**src/rtl/mcyc_ctrl_if.sv**
```systemverilog
// Control <-> datapath bundle for the multi-cycle MIPS core.
// The ctrl modport belongs to mcyc_ctrl; the dp modport belongs to the datapath side.
interface mcyc_ctrl_if #(
  parameter int unsigned RETIRE_W = 32
);
  logic [5:0]          iOp;
  logic [5:0]          iFunct;
  logic                iZero;
  logic                iMemReady;
  logic                oPCWr;
  logic                oIRWr;
  logic                oRegWr;
  logic                oMemRd;
  logic                oMemWr;
  logic                oIorD;
  logic                oALUSrcA;
  logic                oExtZero;
  logic [1:0]          oALUSrcB;
  logic [1:0]          oALUOp;
  logic [1:0]          oPCSrc;
  logic [1:0]          oRegDst;
  logic [1:0]          oMemToReg;
  logic [3:0]          oState;
  logic                oIllegal;
  logic                oRetire;
  logic [RETIRE_W-1:0] oRetired;

  modport ctrl (
    input  iOp, iFunct, iZero, iMemReady,
    output oPCWr, oIRWr, oRegWr, oMemRd, oMemWr, oIorD, oALUSrcA, oExtZero,
           oALUSrcB, oALUOp, oPCSrc, oRegDst, oMemToReg, oState, oIllegal,
           oRetire, oRetired
  );

  modport dp (
    output iOp, iFunct, iZero, iMemReady,
    input  oPCWr, oIRWr, oRegWr, oMemRd, oMemWr, oIorD, oALUSrcA, oExtZero,
           oALUSrcB, oALUOp, oPCSrc, oRegDst, oMemToReg, oState, oIllegal,
           oRetire, oRetired
  );
endinterface

```
**src/rtl/mcyc_ctrl.sv**
```systemverilog
// Main control FSM of the multi-cycle MIPS core: sequences the shared datapath
// per instruction, waits on memory ready, and counts retired instructions.
module mcyc_ctrl #(
  parameter int unsigned RETIRE_W = 32
) (
  input logic       iClk,
  input logic       iRst_n,
  mcyc_ctrl_if.ctrl bus
);
  localparam logic [5:0] OP_RTYPE = 6'h00;
  localparam logic [5:0] OP_J     = 6'h02;
  localparam logic [5:0] OP_JAL   = 6'h03;
  localparam logic [5:0] OP_BEQ   = 6'h04;
  localparam logic [5:0] OP_BNE   = 6'h05;
  localparam logic [5:0] OP_ADDI  = 6'h08;
  localparam logic [5:0] OP_ORI   = 6'h0D;
  localparam logic [5:0] OP_LW    = 6'h23;
  localparam logic [5:0] OP_SW    = 6'h2B;

  typedef enum logic [3:0] {
    S_FETCH  = 4'd0,  S_DECODE = 4'd1,  S_MEMADR = 4'd2,  S_MEMRD = 4'd3,
    S_MEMWB  = 4'd4,  S_MEMWR  = 4'd5,  S_EXEC   = 4'd6,  S_ALUWB = 4'd7,
    S_BRANCH = 4'd8,  S_IEXEC  = 4'd9,  S_IWB    = 4'd10, S_JUMP  = 4'd11,
    S_JAL    = 4'd12
  } state_t;

  state_t              r_state;
  state_t              w_next;
  logic [5:0]          r_op;
  logic [RETIRE_W-1:0] r_retired;

  logic       w_pcwr, w_irwr, w_regwr, w_memrd, w_memwr, w_ill, w_ret;
  logic       w_iord, w_srca, w_extz;
  logic [1:0] w_srcb, w_aluop, w_pcsrc, w_regdst, w_m2r;
  logic       w_unused_funct;

  assign w_unused_funct = ^bus.iFunct;

  // State, latched opcode and retire counter
  always_ff @(posedge iClk or negedge iRst_n) begin
    if (!iRst_n) begin
      r_state   <= S_FETCH;
      r_op      <= 6'h00;
      r_retired <= '0;
    end else begin
      r_state <= w_next;
      if (r_state == S_DECODE) r_op <= bus.iOp;
      if (w_ret) r_retired <= r_retired + RETIRE_W'(1);
    end
  end

  always_comb begin
    w_next   = r_state;
    w_pcwr   = 1'b0;
    w_irwr   = 1'b0;
    w_regwr  = 1'b0;
    w_memrd  = 1'b0;
    w_memwr  = 1'b0;
    w_ill    = 1'b0;
    w_ret    = 1'b0;
    w_iord   = 1'b0;
    w_srca   = 1'b0;
    w_extz   = 1'b0;
    w_srcb   = 2'd0;
    w_aluop  = 2'd0;
    w_pcsrc  = 2'd0;
    w_regdst = 2'd0;
    w_m2r    = 2'd0;
    case (r_state)
      S_FETCH: begin
        w_memrd = 1'b1;
        w_srcb  = 2'd1;
        w_pcwr  = bus.iMemReady;
        w_irwr  = bus.iMemReady;
        if (bus.iMemReady) w_next = S_DECODE;
      end
      S_DECODE: begin
        w_srcb = 2'd3;
        case (bus.iOp)
          OP_RTYPE:        w_next = S_EXEC;
          OP_LW, OP_SW:    w_next = S_MEMADR;
          OP_BEQ, OP_BNE:  w_next = S_BRANCH;
          OP_ADDI, OP_ORI: w_next = S_IEXEC;
          OP_J:            w_next = S_JUMP;
          OP_JAL:          w_next = S_JAL;
          default: begin
            w_next = S_FETCH;
            w_ill  = 1'b1;
          end
        endcase
      end
      S_MEMADR: begin
        w_srca = 1'b1;
        w_srcb = 2'd2;
        w_next = (r_op == OP_LW) ? S_MEMRD : S_MEMWR;
      end
      S_MEMRD: begin
        w_memrd = 1'b1;
        w_iord  = 1'b1;
        if (bus.iMemReady) w_next = S_MEMWB;
      end
      S_MEMWB: begin
        w_m2r   = 2'd1;
        w_regwr = 1'b1;
        w_ret   = 1'b1;
        w_next  = S_FETCH;
      end
      S_MEMWR: begin
        w_memwr = 1'b1;
        w_iord  = 1'b1;
        w_ret   = bus.iMemReady;
        if (bus.iMemReady) w_next = S_FETCH;
      end
      S_EXEC: begin
        w_srca  = 1'b1;
        w_aluop = 2'd2;
        w_next  = S_ALUWB;
      end
      S_ALUWB: begin
        w_regdst = 2'd1;
        w_regwr  = 1'b1;
        w_ret    = 1'b1;
        w_next   = S_FETCH;
      end
      S_BRANCH: begin
        w_srca  = 1'b1;
        w_aluop = 2'd1;
        w_pcsrc = 2'd1;
        w_pcwr  = (r_op == OP_BEQ) ? bus.iZero : ~bus.iZero;
        w_ret   = 1'b1;
        w_next  = S_FETCH;
      end
      S_IEXEC: begin
        w_srca  = 1'b1;
        w_srcb  = 2'd2;
        w_aluop = (r_op == OP_ORI) ? 2'd3 : 2'd0;
        w_extz  = (r_op == OP_ORI);
        w_next  = S_IWB;
      end
      S_IWB: begin
        w_extz  = (r_op == OP_ORI);
        w_regwr = 1'b1;
        w_ret   = 1'b1;
        w_next  = S_FETCH;
      end
      S_JUMP: begin
        w_pcsrc = 2'd2;
        w_pcwr  = 1'b1;
        w_ret   = 1'b1;
        w_next  = S_FETCH;
      end
      S_JAL: begin
        w_pcsrc  = 2'd2;
        w_pcwr   = 1'b1;
        w_regdst = 2'd2;
        w_m2r    = 2'd2;
        w_regwr  = 1'b1;
        w_ret    = 1'b1;
        w_next   = S_FETCH;
      end
      default: w_next = S_FETCH;
    endcase
  end

  // Enables and pulses are held low while reset is asserted
  assign bus.oPCWr     = iRst_n & w_pcwr;
  assign bus.oIRWr     = iRst_n & w_irwr;
  assign bus.oRegWr    = iRst_n & w_regwr;
  assign bus.oMemRd    = iRst_n & w_memrd;
  assign bus.oMemWr    = iRst_n & w_memwr;
  assign bus.oIllegal  = iRst_n & w_ill;
  assign bus.oRetire   = iRst_n & w_ret;
  assign bus.oIorD     = w_iord;
  assign bus.oALUSrcA  = w_srca;
  assign bus.oExtZero  = w_extz;
  assign bus.oALUSrcB  = w_srcb;
  assign bus.oALUOp    = w_aluop;
  assign bus.oPCSrc    = w_pcsrc;
  assign bus.oRegDst   = w_regdst;
  assign bus.oMemToReg = w_m2r;
  assign bus.oState    = r_state;
  assign bus.oRetired  = r_retired;
endmodule
```
**src/flat_wrapper.sv**
```systemverilog
// flat-port wrapper written by rule: the top's interface ports become plain ports
module mcyc_ctrl_flat 
#(
  parameter int unsigned RETIRE_W = 32
)
  (iClk, iRst_n, bus_iOp, bus_iFunct, bus_iZero, bus_iMemReady, bus_oPCWr, bus_oIRWr, bus_oRegWr, bus_oMemRd, bus_oMemWr, bus_oIorD, bus_oALUSrcA, bus_oExtZero, bus_oALUSrcB, bus_oALUOp, bus_oPCSrc, bus_oRegDst, bus_oMemToReg, bus_oState, bus_oIllegal, bus_oRetire, bus_oRetired);
  mcyc_ctrl_if #(.RETIRE_W(RETIRE_W)) bus_i ();
  input logic iClk;
  input logic iRst_n;
  input wire logic [$bits(bus_i.iOp)-1:0] bus_iOp;
  input wire logic [$bits(bus_i.iFunct)-1:0] bus_iFunct;
  input wire logic [$bits(bus_i.iZero)-1:0] bus_iZero;
  input wire logic [$bits(bus_i.iMemReady)-1:0] bus_iMemReady;
  output wire logic [$bits(bus_i.oPCWr)-1:0] bus_oPCWr;
  output wire logic [$bits(bus_i.oIRWr)-1:0] bus_oIRWr;
  output wire logic [$bits(bus_i.oRegWr)-1:0] bus_oRegWr;
  output wire logic [$bits(bus_i.oMemRd)-1:0] bus_oMemRd;
  output wire logic [$bits(bus_i.oMemWr)-1:0] bus_oMemWr;
  output wire logic [$bits(bus_i.oIorD)-1:0] bus_oIorD;
  output wire logic [$bits(bus_i.oALUSrcA)-1:0] bus_oALUSrcA;
  output wire logic [$bits(bus_i.oExtZero)-1:0] bus_oExtZero;
  output wire logic [$bits(bus_i.oALUSrcB)-1:0] bus_oALUSrcB;
  output wire logic [$bits(bus_i.oALUOp)-1:0] bus_oALUOp;
  output wire logic [$bits(bus_i.oPCSrc)-1:0] bus_oPCSrc;
  output wire logic [$bits(bus_i.oRegDst)-1:0] bus_oRegDst;
  output wire logic [$bits(bus_i.oMemToReg)-1:0] bus_oMemToReg;
  output wire logic [$bits(bus_i.oState)-1:0] bus_oState;
  output wire logic [$bits(bus_i.oIllegal)-1:0] bus_oIllegal;
  output wire logic [$bits(bus_i.oRetire)-1:0] bus_oRetire;
  output wire logic [$bits(bus_i.oRetired)-1:0] bus_oRetired;
  assign bus_i.iOp = bus_iOp;
  assign bus_i.iFunct = bus_iFunct;
  assign bus_i.iZero = bus_iZero;
  assign bus_i.iMemReady = bus_iMemReady;
  assign bus_oPCWr = bus_i.oPCWr;
  assign bus_oIRWr = bus_i.oIRWr;
  assign bus_oRegWr = bus_i.oRegWr;
  assign bus_oMemRd = bus_i.oMemRd;
  assign bus_oMemWr = bus_i.oMemWr;
  assign bus_oIorD = bus_i.oIorD;
  assign bus_oALUSrcA = bus_i.oALUSrcA;
  assign bus_oExtZero = bus_i.oExtZero;
  assign bus_oALUSrcB = bus_i.oALUSrcB;
  assign bus_oALUOp = bus_i.oALUOp;
  assign bus_oPCSrc = bus_i.oPCSrc;
  assign bus_oRegDst = bus_i.oRegDst;
  assign bus_oMemToReg = bus_i.oMemToReg;
  assign bus_oState = bus_i.oState;
  assign bus_oIllegal = bus_i.oIllegal;
  assign bus_oRetire = bus_i.oRetire;
  assign bus_oRetired = bus_i.oRetired;
  mcyc_ctrl #(.RETIRE_W(RETIRE_W)) u_core (.iClk(iClk), .iRst_n(iRst_n), .bus(bus_i));
endmodule
```
**config.mk**
```make
export PLATFORM = sky130hd
export DESIGN_NAME = mcyc_ctrl_flat
export DESIGN_NICKNAME = d
export VERILOG_FILES = /design/src/rtl/mcyc_ctrl_if.sv /design/src/rtl/mcyc_ctrl.sv /design/src/flat_wrapper.sv
export SDC_FILE = /design/constraint.sdc
export NUM_CORES = 1
export LEC_CHECK = 0
export ABC_AREA = 1
export CORE_ASPECT_RATIO = 1.25
export CORE_UTILIZATION = 39
export CTS_CLUSTER_SIZE = 20
export DETAILED_ROUTE_END_ITERATION = 8
export GPL_ROUTABILITY_DRIVEN = 0
export PLACE_DENSITY_LB_ADDON = 0.15
export SYNTH_ARGS = -nofsm -noshare
export SYNTH_HDL_FRONTEND = slang
export SYNTH_SLANG_ARGS = --single-unit
```
**constraint.sdc**
```tcl
create_clock -name iClk -period 3.35 [get_ports iClk]
set_clock_uncertainty 0.15 [all_clocks]
set_input_delay 0.67 -clock iClk [delete_from_list [all_inputs] [get_ports iClk]]
set_output_delay 0.67 -clock iClk [all_outputs]
set_load 0.03 [all_outputs]
```
==> impl_metrics.json, run 1 <==
{
  "cp-end-kind": "primary output",
  "final_common_cell": "nand2_1",
  "layout_setup_ws_ns": 0.260,
  "htree_levels": 2,
  "startpoint": "u_core.bus.oState[1]",
  "postLayoutCellArea_mm2": 0.00379,
  "r2r-end": "u_core.bus.oRetired[7]",
  "fin_crit_ns": 3.09,
  "rows": 35,
  "synth.net_count": 493,
  "vdd_ir_drop_max_uv": 447,
  "crit_type": "reg2out",
  "max-slew-margin-rel": 0.675,
  "antenna_left": 0,
  "syn_to_final_growth_pct": 27.7,
  "place_area_mm2": 0.00367,
  "synth_area_mm2": 0.00297,
  "post_layout_nonfiller_instances": 636,
  "fin_nets": 561,
  "dieArea_mm2": 0.00796,
  "vias_per_cell": 4.83,
  "power-per-cell-area_mw_per_mm2": 520,
  "critPathMaxStageDelay_ns": 0.69,
  "synthFlopType": "dfrtp_1",
  "clock.fmax_ghz": 0.324,
  "clockBufferDepth": 2,
  "synth_edf_count": 0,
  "drive_gt1_frac": 0.0699,
  "dp_hpwl_um": 6020,
  "fin_crit_sh": 0.923,
  "seq_area_frac_synth": 0.354,
  "critPathRequiredTime_ns": 2.53,
  "cts.sinks": 42,
  "hp-class": "in2async",
  "ys_ff_latch": 42,
  "hold_slack_ns": 0.0570,
  "clock_latency_ns": 0.30,
  "dr_total_vias": 3074,
  "grt_max_degree": 38,
  "finalSetupViolations": 0,
  "synth_largest_area_cell": "dfrtp_1",
  "grt_first_pass_wirelength_um": 13100,
  "post-place-cells": 629,
  "dr.pass1.iters": 4,
  "r2r-start": "u_core.bus.oState[1]",
  "ys_warn_count": 0,
  "cts_buffers": 5,
  "r2r_setup_slack_ns": 1.40,
  "core-area_mm2": 0.00736,
  "final_cell_mix": "nand2_1 (208), nor2_1 (76), clkdlybuf4s50_1 (60)",
  "place_ws_ns": 0.0564,
  "ios": 72,
  "ys_top_cells_by_area": "dfrtp_1 (35%), nand2_1 (26%), nor2_1 (9.6%), inv_1 (6.6%), nand3_1 (3.7%)",
  "synth_top_area_share": 0.354,
  "synth_async_sr_flop_share": 1.00,
  "cp.arrival_ns": 2.27,
  "final.setup.tns_ns": 0,
  "netlist-cell-type-count": 29,
  "holdBufCountCts": 0,
  "crit_chain": "inv_2, nand2_4, inv_1, nand2_1, or2_2, o21ai_0, clkdlybuf4s50_1",
  "worst_r2r_path_depth": 8,
  "worstMarginPinSlew_ns": 0.487,
  "report.final.slew_viol_count": 0,
  "antennaDiodeCount": 0,
  "worst_path_max_delay_cell": "clkdlybuf4s50_1",
  "track_usage": 0.211,
  "clkTransAtPathRegs_ns": 0.08,
  "wl_um": 7820,
  "io_buffers": 65,
  "first_iter_violations": 181,
  "hold_violations": 0,
  "postSynthCellCount": 476,
  "wl_per_cell_um": 12.3,
  "status": "completed",
  "rsz0062_at_grt": "false",
  "route.detailed.drc": 0,
  "die_w_um": 80.0,
  "start_kind": "flop",
  "p_leak_uw": 0.00176,
  "start_util": 0.403,
  "die_h_um": 99.5,
  "critPathMaxFanout": 8,
  "root_buffer": "clkbuf_8",
  "grt_antenna_before_repair": 0,
  "maxCapViolCount": 0,
  "grt_overflow": 0,
  "cts_tree": "yes",
  "grt_pass1_vias": 2902,
  "avgSynthCellArea_um2": 6.23
}
## report_power, final
group | internal, uW | switching, uW | total [uW]
combinational | 307 | 562 | 868
sequential | 584 | 104 | 688
clock | 239 | 177 | 415
total | 1130 | 842 | 1970
## worst max-delay path, delay by kind of cell, from the launching register on
family,cells,cell delay [ns]
and+or+nand+nor,3,0.50
DFF,1,0.50
AOI/OAI and AO/OA,1,0.08
buffers and inverters,3,0.90
## area by class of cell
class / count / area [um^2]
clock inverters: 1 / 30.0
fillers: 765 / 3570
inverters: 55 / 206
multi-input cells: 371 / 1630
well taps: 92 / 115
repair buffers: 69 / 671
flip-flops and latches: 42 / 1050
clock buffers: 6 / 82.6
## layer usage
layer / GRT usage / wire, um / vias up / share of wire
met3: 0.0404 / 323 / 16 / 0.041
met2: 0.381 / 3950 / 80 / 0.51
li1: - / - / 1588 / -
met4: 0.0907 / 206 / 0 / 0.026
met1: 0.239 / 3340 / 1390 / 0.43
met5: 0 / 0 / - / 0
## worst max path at each step
stage          slack (ns)            end  cells past startpoint
2_1_floorplan        0.46      bus_oPCWr                      6
3_3_place_gp         0.08   bus_oIllegal                      8
3_5_place_dp         0.06   bus_oIllegal                      8
4_1_cts              0.04   bus_oIllegal                      8
5_1_grt              0.13  bus_oALUOp[0]                      5
6_report             0.26  bus_oALUOp[0]                      7
## registers in the layout (all words and copies together), names as in the netlist
| register | count |
|---|---|
| u_core.r_op | 6 |
| u_core.bus.oRetired | 32 |
| u_core.bus.oState | 4 |
## what timing repair did
| item | 4_1_cts | 5_1_grt |
|---|---|---|
| buffers inserted | 0 | 0 |
| setup endpoints to repair | 0 | 1 |
| resized for setup | 0 | 1 |
## synthesized netlist by cell type, types with 3 or more instances
cell type	n
nor3_1	3
nand4_1	7
buf_2	3
o21ai_0	11
o21ai_2	3
xor2_1	6
a21oi_1	4
nand2_1	208
inv_2	3
xnor2_1	7
buf_6	3
nor2_1	76
dfrtp_1	42
inv_1	52
nand3_1	22
nand2_2	4
nor2_2	6
nand3_2	3
## stage by stage
step	util	total power (uW)
2_1_floorplan	-	1310
6_report	0.515	1970
4_1_cts	0.515	1990
3_5_place_dp	0.499	1570
5_1_grt	0.515	2120
3_3_place_gp	0.499	1570
## kinds of logic after synthesis
kind of cell               share of synthesized area
xor gates and xnor gates                      0.0439
DFF                                            0.354
AOI/OAI and AO/OA                             0.0443
buffers and inverters                         0.0953
and+or+nand+nor                                0.458
adders and majority gates                    0.00422
Power figures use the tool's default switching activity.
==> run 2: changes to the inputs <==
Settings changed: CTS_CLUSTER_SIZE 20 to default.
==> results of run 2 <==
Same layout as run 1: the final DEF is identical, and so are final timing and power.
==> run 3: changes to the inputs <==
Settings changed: CAP_MARGIN from default to 30, CORE_MARGIN from default to 4, CTS_CLUSTER_SIZE from default to 12.
==> impl_metrics.json, run 3 (same netlist as run 1, synthesis figures left out) <==
{
  "clkTransAtPathRegs_ns": 0.07,
  "rows": 35,
  "dp_hpwl_um": 6260,
  "final_common_cell": "nand2_1",
  "cp_num_buf_inv": 1,
  "hp-class": "in2async",
  "final.setup.tns_ns": 0,
  "wl_per_cell_um": 12.3,
  "drive_gt1_frac": 0.0717,
  "grt_pass1_vias": 2900,
  "ios": 72,
  "cts_resized": 0,
  "cts_buffers": 5,
  "post-place-cells": 630,
  "cp-end-kind": "primary output",
  "report.final.slew_viol_count": 0,
  "cts.sinks": 42,
  "place_ws_ns": 0.0361,
  "layout_setup_ws_ns": 0.269,
  "clock.fmax_ghz": 0.325,
  "antennaDiodeCount": 0,
  "hold_violations": 0,
  "cts_tree": "yes",
  "wl_met3_um": 394,
  "grt_first_pass_wirelength_um": 13400,
  "die_w_um": 86.0,
  "power-per-cell-area_mw_per_mm2": 501,
  "start_kind": "flop",
  "clock_latency_ns": 0.29,
  "post_cts_buffers": 0,
  "vias_per_cell": 4.76,
  "dr_total_vias": 3030,
  "grt_max_degree": 38,
  "rsz0062_at_grt": "false",
  "dr_wl_met2_um": 4070,
  "finalSetupViolations": 0,
  "syn_to_final_growth_pct": 26.9,
  "critPathMaxStageDelay_ns": 0.69,
  "fin_util": 0.509,
  "antenna_left": 0,
  "worst_path_max_delay_cell": "clkdlybuf4s50_1",
  "post_layout_nonfiller_instances": 636,
  "dr.pass1.iters": 4,
  "route.detailed.drc": 0,
  "crit_family": "simple AND/OR/NAND/NOR gates",
  "drt-met1-wl_um": 3170,
  "critPathRequiredTime_ns": 2.53,
  "crit_chain": "nor2_1, nand2_1, or2_2, o21ai_0, clkdlybuf4s50_1",
  "grt_overflow": 0,
  "worstMarginPinSlew_ns": 0.416,
  "maxCapViolCount": 0,
  "crit_type": "reg2out",
  "first_iter_violations": 126,
  "core-area_mm2": 0.00740,
  "holdBufCountCts": 0,
  "status": "completed",
  "grt_antenna_before_repair": 0,
  "fin_crit_ns": 3.08,
  "dieArea_mm2": 0.00907,
  "final_cell_mix": "nand2_1 (208), nor2_1 (76), clkdlybuf4s50_1 (59)",
  "fin_nets": 562,
  "highest_layer": "met4",
  "postLayoutCellArea_mm2": 0.00376,
  "fill_cells": 786,
  "max-slew-margin-rel": 0.723,
  "start_util": 0.401,
  "wl_um": 7810,
  "place_area_mm2": 0.00368,
  "clockBufferDepth": 2,
  "p_leak_uw": 0.00176,
  "die_h_um": 106,
  "cp.arrival_ns": 2.26,
  "track_usage": 0.182,
  "fin_crit_sh": 0.920,
  "io_buffers": 65,
  "critPathMaxFanout": 6,
  "vdd_ir_drop_max_uv": 395,
  "htree_levels": 2,
  "root_buffer": "clkbuf_8",
  "largest_reg_flops": 32
}
-- run 3: cell count changes in the layout (fill, tap and decap cells not counted) --
cell / before / now
buf_4: 7 / 9
bufinv_16: 1 / 0
clkdlybuf4s50_1: 60 / 59
-- run 3: routing by layer --
metal / track usage / vias up
met1: 0.210 / 1358
met5: 0 / -
met2: 0.330 / 72
met4: 0.0622 / 0
met3: 0.0360 / 14
li1: - / 1586
-- run 3: layout make-up --
| cell class | count | area [um^2] | area share |
|---|---|---|---|
| clock buffer | 6 | 82.6 | 0.0219 |
| timing repair buffer | 70 | 676 | 0.180 |
| multi-input combinational | 371 | 1630 | 0.434 |
| inverter | 55 | 206 | 0.0549 |
| tap | 92 | 115 | 0.0306 |
| sequential | 42 | 1050 | 0.279 |
-- run 3: power by group --
part | internal (uW) | switching (uW) | leakage [uW]
sequential | 584 | 104 | 0.000568
clock | 159 | 160 | 0.0000431
combinational | 307 | 571 | 0.00115
total | 1050 | 835 | 0.00176
-- run 3: worst paths after layout --
check                                       start                      to  slack, ns  cells past startpoint
setup / recovery             u_core.bus.oState[2]           bus_oALUOp[0]       0.27                      5
hold / removal                             iRst_n    u_core.bus.oState[3]       0.05                      1
setup reg to reg             u_core.bus.oState[1]  u_core.bus.oRetired[2]       1.40                      8
hold reg to reg            u_core.bus.oRetired[8]  u_core.bus.oRetired[8]       0.37                      1
max in group asynchronous                  iRst_n  u_core.bus.oRetired[8]       2.41                      2
min in group iClk          u_core.bus.oRetired[8]  u_core.bus.oRetired[8]       0.37                      1
-- run 3: stage by stage --
stage | hold WS, ns | total power [uW]
5_1_grt | 0.0452 | 2030
3_5_place_dp | 0.362 | 1580
4_1_cts | 0.0467 | 1910
3_3_place_gp | 0.362 | 1580
2_1_floorplan | 0.224 | 1310
6_report | 0.0456 | 1890
